## src/rtl/alu_arbiter.sv

```systemverilog
// Two-requester round-robin front end for a shared registered ALU.
// One operation in flight at a time: accept, issue, wait for the result, hold the response.
module alu_arbiter #(
    parameter int unsigned WIDTH = 32
) (
    input  logic             iClk,
    input  logic             iRstN,

    input  logic             req0_valid,
    output logic             req0_ready,
    input  logic [WIDTH-1:0] req0_rs1,
    input  logic [WIDTH-1:0] req0_rs2,
    input  logic [31:0]      req0_instr,

    input  logic             req1_valid,
    output logic             req1_ready,
    input  logic [WIDTH-1:0] req1_rs1,
    input  logic [WIDTH-1:0] req1_rs2,
    input  logic [31:0]      req1_instr,

    output logic [WIDTH-1:0] alu_rs1,
    output logic [WIDTH-1:0] alu_rs2,
    output logic [11:0]      alu_imm,
    output logic [6:0]       alu_opcode,
    output logic [2:0]       alu_funct3,
    output logic [6:0]       alu_funct7,
    output logic [4:0]       alu_shamt,
    input  logic [WIDTH-1:0] alu_rd,

    output logic             rsp_valid,
    input  logic             rsp_ready,
    output logic             rsp_id,
    output logic [WIDTH-1:0] rsp_data,
    output logic             rsp_err,
    output logic             busy
);

    localparam logic [6:0] OpcR = 7'b0110011;
    localparam logic [6:0] OpcI = 7'b0010011;

    typedef enum logic [1:0] {
        StIdle,
        StIssue,
        StWait,
        StResp
    } state_e;

    state_e           state_q, state_d;
    logic             last_grant_q, last_grant_d;
    logic             owner_q, owner_d;
    logic [WIDTH-1:0] rs1_q, rs1_d;
    logic [WIDTH-1:0] rs2_q, rs2_d;
    logic [31:0]      instr_q, instr_d;
    logic [WIDTH-1:0] rsp_data_q, rsp_data_d;
    logic             rsp_err_q, rsp_err_d;

    logic grant_id;
    logic accept;
    logic legal;
    logic alu_active;
    logic unused_instr_bits;

    // Round-robin only matters under contention; a lone requester always wins.
    always_comb begin
        grant_id = req1_valid;
        if (req0_valid && req1_valid) begin
            grant_id = ~last_grant_q;
        end
        accept = iRstN && (state_q == StIdle) && (req0_valid || req1_valid);
    end

    assign req0_ready = accept & ~grant_id;
    assign req1_ready = accept & grant_id;

    assign legal = (instr_q[6:0] == OpcR) || (instr_q[6:0] == OpcI);

    always_comb begin
        state_d      = state_q;
        last_grant_d = last_grant_q;
        owner_d      = owner_q;
        rs1_d        = rs1_q;
        rs2_d        = rs2_q;
        instr_d      = instr_q;
        rsp_data_d   = rsp_data_q;
        rsp_err_d    = rsp_err_q;

        case (state_q)
            StIdle: begin
                if (accept) begin
                    owner_d      = grant_id;
                    last_grant_d = grant_id;
                    rs1_d        = grant_id ? req1_rs1 : req0_rs1;
                    rs2_d        = grant_id ? req1_rs2 : req0_rs2;
                    instr_d      = grant_id ? req1_instr : req0_instr;
                    state_d      = StIssue;
                end
            end
            StIssue: begin
                if (legal) begin
                    state_d = StWait;
                end else begin
                    rsp_data_d = '0;
                    rsp_err_d  = 1'b1;
                    state_d    = StResp;
                end
            end
            StWait: begin
                rsp_data_d = alu_rd;
                rsp_err_d  = 1'b0;
                state_d    = StResp;
            end
            StResp: begin
                if (rsp_ready) begin
                    state_d = StIdle;
                end
            end
            default: state_d = StIdle;
        endcase
    end

    always_ff @(posedge iClk) begin
        if (!iRstN) begin
            state_q      <= StIdle;
            last_grant_q <= 1'b1;
            owner_q      <= 1'b0;
            rs1_q        <= '0;
            rs2_q        <= '0;
            instr_q      <= '0;
            rsp_data_q   <= '0;
            rsp_err_q    <= 1'b0;
        end else begin
            state_q      <= state_d;
            last_grant_q <= last_grant_d;
            owner_q      <= owner_d;
            rs1_q        <= rs1_d;
            rs2_q        <= rs2_d;
            instr_q      <= instr_d;
            rsp_data_q   <= rsp_data_d;
            rsp_err_q    <= rsp_err_d;
        end
    end

    // Illegal ops never present their opcode, so the ALU stays idle with RD at 0.
    assign alu_active = (state_q == StIssue) || (state_q == StWait);
    assign alu_rs1    = alu_active ? rs1_q : '0;
    assign alu_rs2    = alu_active ? rs2_q : '0;
    assign alu_imm    = alu_active ? instr_q[31:20] : '0;
    assign alu_opcode = (alu_active && legal) ? instr_q[6:0] : '0;
    assign alu_funct3 = alu_active ? instr_q[14:12] : '0;
    assign alu_funct7 = alu_active ? instr_q[31:25] : '0;
    assign alu_shamt  = alu_active ? instr_q[24:20] : '0;

    assign rsp_valid = (state_q == StResp);
    assign rsp_id    = owner_q;
    assign rsp_data  = rsp_data_q;
    assign rsp_err   = rsp_err_q;
    assign busy      = (state_q != StIdle);

    // Register-address fields are carried with the instruction but not needed here.
    assign unused_instr_bits = ^{instr_q[19:15], instr_q[11:7]};

endmodule

```

## config.mk

```make
export PLATFORM = sky130hd
export DESIGN_NAME = alu_arbiter
export DESIGN_NICKNAME = d
export VERILOG_FILES = /design/src/rtl/alu_arbiter.sv
export SDC_FILE = /design/constraint.sdc
export NUM_CORES = 1
export LEC_CHECK = 0
export BUFFER_PORTS_ARGS = -buffer_cell sky130_fd_sc_hd__buf_2
export CORE_AREA = 5 5 138 140
export CTS_BUF_LIST = sky130_fd_sc_hd__clkbuf_8
export DETAILED_ROUTE_END_ITERATION = 12
export DIE_AREA = 0 0 143 145
export SLEW_MARGIN = 20
export SYNTH_ARGS = -nofsm -noshare
export SYNTH_HDL_FRONTEND = slang
export SYNTH_SLANG_ARGS = --single-unit
```

## constraint.sdc

```tcl
create_clock -name iClk -period 1.8 [get_ports iClk]
set_input_delay 0.18 -clock iClk [delete_from_list [all_inputs] [get_ports iClk]]
set_output_delay 0.18 -clock iClk [all_outputs]
set_load 0.03 [all_outputs]
```

==> impl_metrics.csv <==
group,metric,value,unit
layout,nFillCells,1394,
critical_path,slowest_delay,0.34,ns
run_status,outcome,"finished with violations",
critical_path,critPathMostFrequentCell,"buf_6",
synthesis,synthCells,590,
global_route,grt_pass1_wl,37600,um
critical_path,crit_slowest_cell,"dfxtp_2",
route,first_pass_iters,10,
timing,slew_violations,0,
synthesis,syn_avg_cell_area,9.03,um^2
power,ir_drop,813,uV
floorplanning,fp-row-count,49,
synthesis,synthFlopType,"dfxtp_1",
clock_tree,cts_tree,"done",
floorplanning,dieArea,0.0207,mm^2
route,viasPerCell,5.24,
clock_tree,cts.sinks,123,
floorplanning,die_w,143,um
layout,stdcell_area,0.0107,mm^2
critical_path,arrival,1.71,ns
clock_tree,ctsHtreeMaxLevel,4,
timing,min_period,1.89,ns
critical_path,worst-path-stages,6,
floorplanning,start_util,30.1,%
critical_path,worst-path-buf-inv,4,
placement,gp_congestion,0.742,
timing,rsz0062_at_grt,"yes",
hold_path,whs_path_depth,3,
floorplanning,ios,365,
placement,io_buffers,341,
route,drc_errors,0,
placement,dp.cells,1106,
critical_path,cp_top_family,"buffers and inverters",
timing,tns,-3.53,ns
synthesis,ys_seq_area_share,46.2,%
global_route,grt-ovfl-total,0,
route,drtAntennaViolNets,0,
floorplanning,coreArea,0.0177,mm^2
route,drt_wl_total,26700,um
critical_path,crit_fanout,7,
global_route,grtUsageTotal,22.7,%
critical_path,ff2ff_path_depth,9,
global_route,antenna_found_initial,3,
clock_tree,clock_path_buffers,2,
timing,fin_crit_sh,105,%
critical_path,path_cells,"inv_2, ha_4, buf_6, buf_12, and2_4, buf_6",
layout,layout.nets,1332,
route,vias,7029,
timing,relSlewSlack,62.3,%
placement,dp_hpwl,14000,um
clock_tree,cts_buffers,17,
hold_path,hp-class,"input port to flip-flop",
critical_path,worstPathRequired,1.62,ns
timing,fin_skew,0.0107,ns
critical_path,critPathLaunchType,"flip-flop",
timing,fin_ws,-0.0923,ns
run_status,violations,"setup timing",
timing,fmax,528,MHz
synthesis,syn-cell-area,0.00533,mm^2
layout,area_growth,100,%
power,power.leakage,4.84,nW
synthesis,ys_warn_count,0,
power,powerDensity,1260,mW/mm^2
route,wl_per_cell,19.9,um
global_route,grt_max_degree,62,
clock_tree,clk_pin_slew_worst_paths,0.08,ns
global_route,grt_pass1_vias,6972,
synthesis,synth-seq-cells,123,
timing,finalSetupViolCount,101,
placement,postPlaceCellArea,0.00724,mm^2
synthesis,synth-async-reset-ratio,0,%
floorplanning,die_h,145,um
route,drt_iter0_drc,594,
synthesis,synth_cell_types,31,
power,total_power,0.0135,W
job,maxCapViolCount,0,
timing,worstMarginPinSlew,0.566,ns
synthesis,synth_edf_count,0,
clock_tree,clock_latency,0.44,ns
layout,layout-drive-gt1-share,43.3,%
clock_tree,cts-root-buf,"clkbuf_8",
critical_path,crit_type,"flip-flop to output pin",
timing,holdWs,0.0375,ns
timing,final_hold_viol_count,0,
layout,final_cells,1342,
critical_path,cp-end-kind,"output pin",
[Yosys cell counts (2+ instances only)]
| cell type | instances | area [um^2] |
|---|---|---|
| a21oi_1 | 3 | 15.0 |
| a222oi_1 | 86 | 861 |
| and2_1 | 82 | 513 |
| and3_1 | 2 | 12.5 |
| buf_2 | 12 | 60.1 |
| buf_4 | 16 | 120 |
| buf_6 | 6 | 67.6 |
| clkbuf_1 | 40 | 150 |
| dfxtp_1 | 123 | 2460 |
| ha_1 | 5 | 62.6 |
| inv_1 | 5 | 18.8 |
| nand2_1 | 66 | 248 |
| nand3_1 | 2 | 10.0 |
| nor2_1 | 71 | 267 |
| nor2b_1 | 21 | 131 |
| o21ai_0 | 4 | 20.0 |
| o22ai_1 | 32 | 200 |
[routing by layer]
| metal | wire, um | part of all wire, % | global-route usage [%] | up-vias |
|---|---|---|---|---|
| li1 | - | - | - | 3183 |
| met1 | 10100 | 38 | 25.9 | 3318 |
| met2 | 13100 | 49 | 39.7 | 463 |
| met3 | 2700 | 10 | 7.37 | 65 |
| met4 | 726 | 2.7 | 7.84 | 0 |
| met5 | 0 | 0 | 0 | - |
[worst reg2reg max path, stage by stage, from the launching register on]
cell       delay (ns)
dfxtp_2          0.34
inv_2            0.05
ha_4             0.16
and2_4           0.16
and3_4           0.19
buf_12           0.16
buf_6            0.12
clkbuf_16        0.14
a222oi_1         0.30
nor2_1           0.11
[worst paths after layout]
| kind | startpoint | endpoint | slack, ns |
|---|---|---|---|
| worst max-delay path | state_q[1]$_SDFFE_PN0P_ | alu_imm[0] | -0.09 |
| worst min register to register | rsp_data[23]$_SDFFE_PN0P_ | rsp_data[23]$_SDFFE_PN0P_ | 0.47 |
| worst max register to register | state_q[1]$_SDFFE_PN0P_ | rs2_q[10]$_SDFFE_PN0P_ | -0.05 |
| worst min-delay path | req0_rs2[26] | rs2_q[26]$_SDFFE_PN0P_ | 0.04 |
[state kept, by name, summed over array words and instances, names as in the netlist]
| signal | cells |
|---|---|
| rs1_q | 32 |
| rsp_id | 1 |
| rsp_data | 32 |
| last_grant_q | 1 |
| rs2_q | 32 |
| rsp_err | 1 |
| instr_q | 22 |
| state_q | 2 |
[power breakdown]
| group | internal, W | leakage, nW | switching [W] |
|---|---|---|---|
| registers | 0.00324 | 1.00 | 0.000289 |
| logic | 0.00347 | 3.64 | 0.00395 |
| clock network | 0.00129 | 0.193 | 0.00125 |
[stage by stage]
step / setup slack, ns / util, %
CTS: -0.148 / 57.7
finish: -0.0923 / 60.3
detailed placement: 0.123 / 40.9
global placement: 0.132 / 40.9
global route: -0.198 / 60.3
floorplan: -0.0195 / -
[timing repair]
| item | in CTS | in global routing |
|---|---|---|
| cloned | 6 | 13 |
| setup endpoints to repair | 97 | 173 |
| hold buffers | 166 | 2 |
| pin swaps | 2 | 16 |
| resized for setup | 214 | 51 |
| endpoints found under the hold margin | 105 | 2 |
| buffers inserted | 8 | 9 |
[cell usage in the layout, fill, tap and decap left out, drive strengths merged, types with 2 or more instances in the layout]
master	n
inv	11
nor2b	21
dfxtp	123
conb	3
a21oi	4
o22ai	32
diode	2
nand2	66
o21ai	5
clkinv	3
bufinv	2
a222oi	86
clkbuf	27
and3	2
buf	385
ha	5
clkinvlp	4
dlygate4sd3	168
nand3	2
and2	83
nor2	71
[cells by family (layout without fill, tap and decap cells)]
kind of cell | count (synthesis) | count (layout) | share of synthesized area, %
mux | 1 | 1 | 0.188
fa+ha+maj | 5 | 5 | 1.17
compound gates | 131 | 131 | 21.5
simple gates | 248 | 248 | 22.9
other cells | 1 | 5 | 0.0704
buf+inv | 81 | 600 | 7.96
flops | 123 | 123 | 46.2
[area by class of cell]
cell class              instances  area, um^2  area share (%)
diodes                          2        5.00          0.0469
clock buffers                  18         248            2.32
clock inverters                14         160            1.50
inverters                       6        22.5           0.211
multi-input cells             388        2630            24.7
flip-flops and latches        123        2460            23.1
well taps                     229         287            2.68
repair buffers                562        4860            45.5
(Power assumes the default switching activity.)
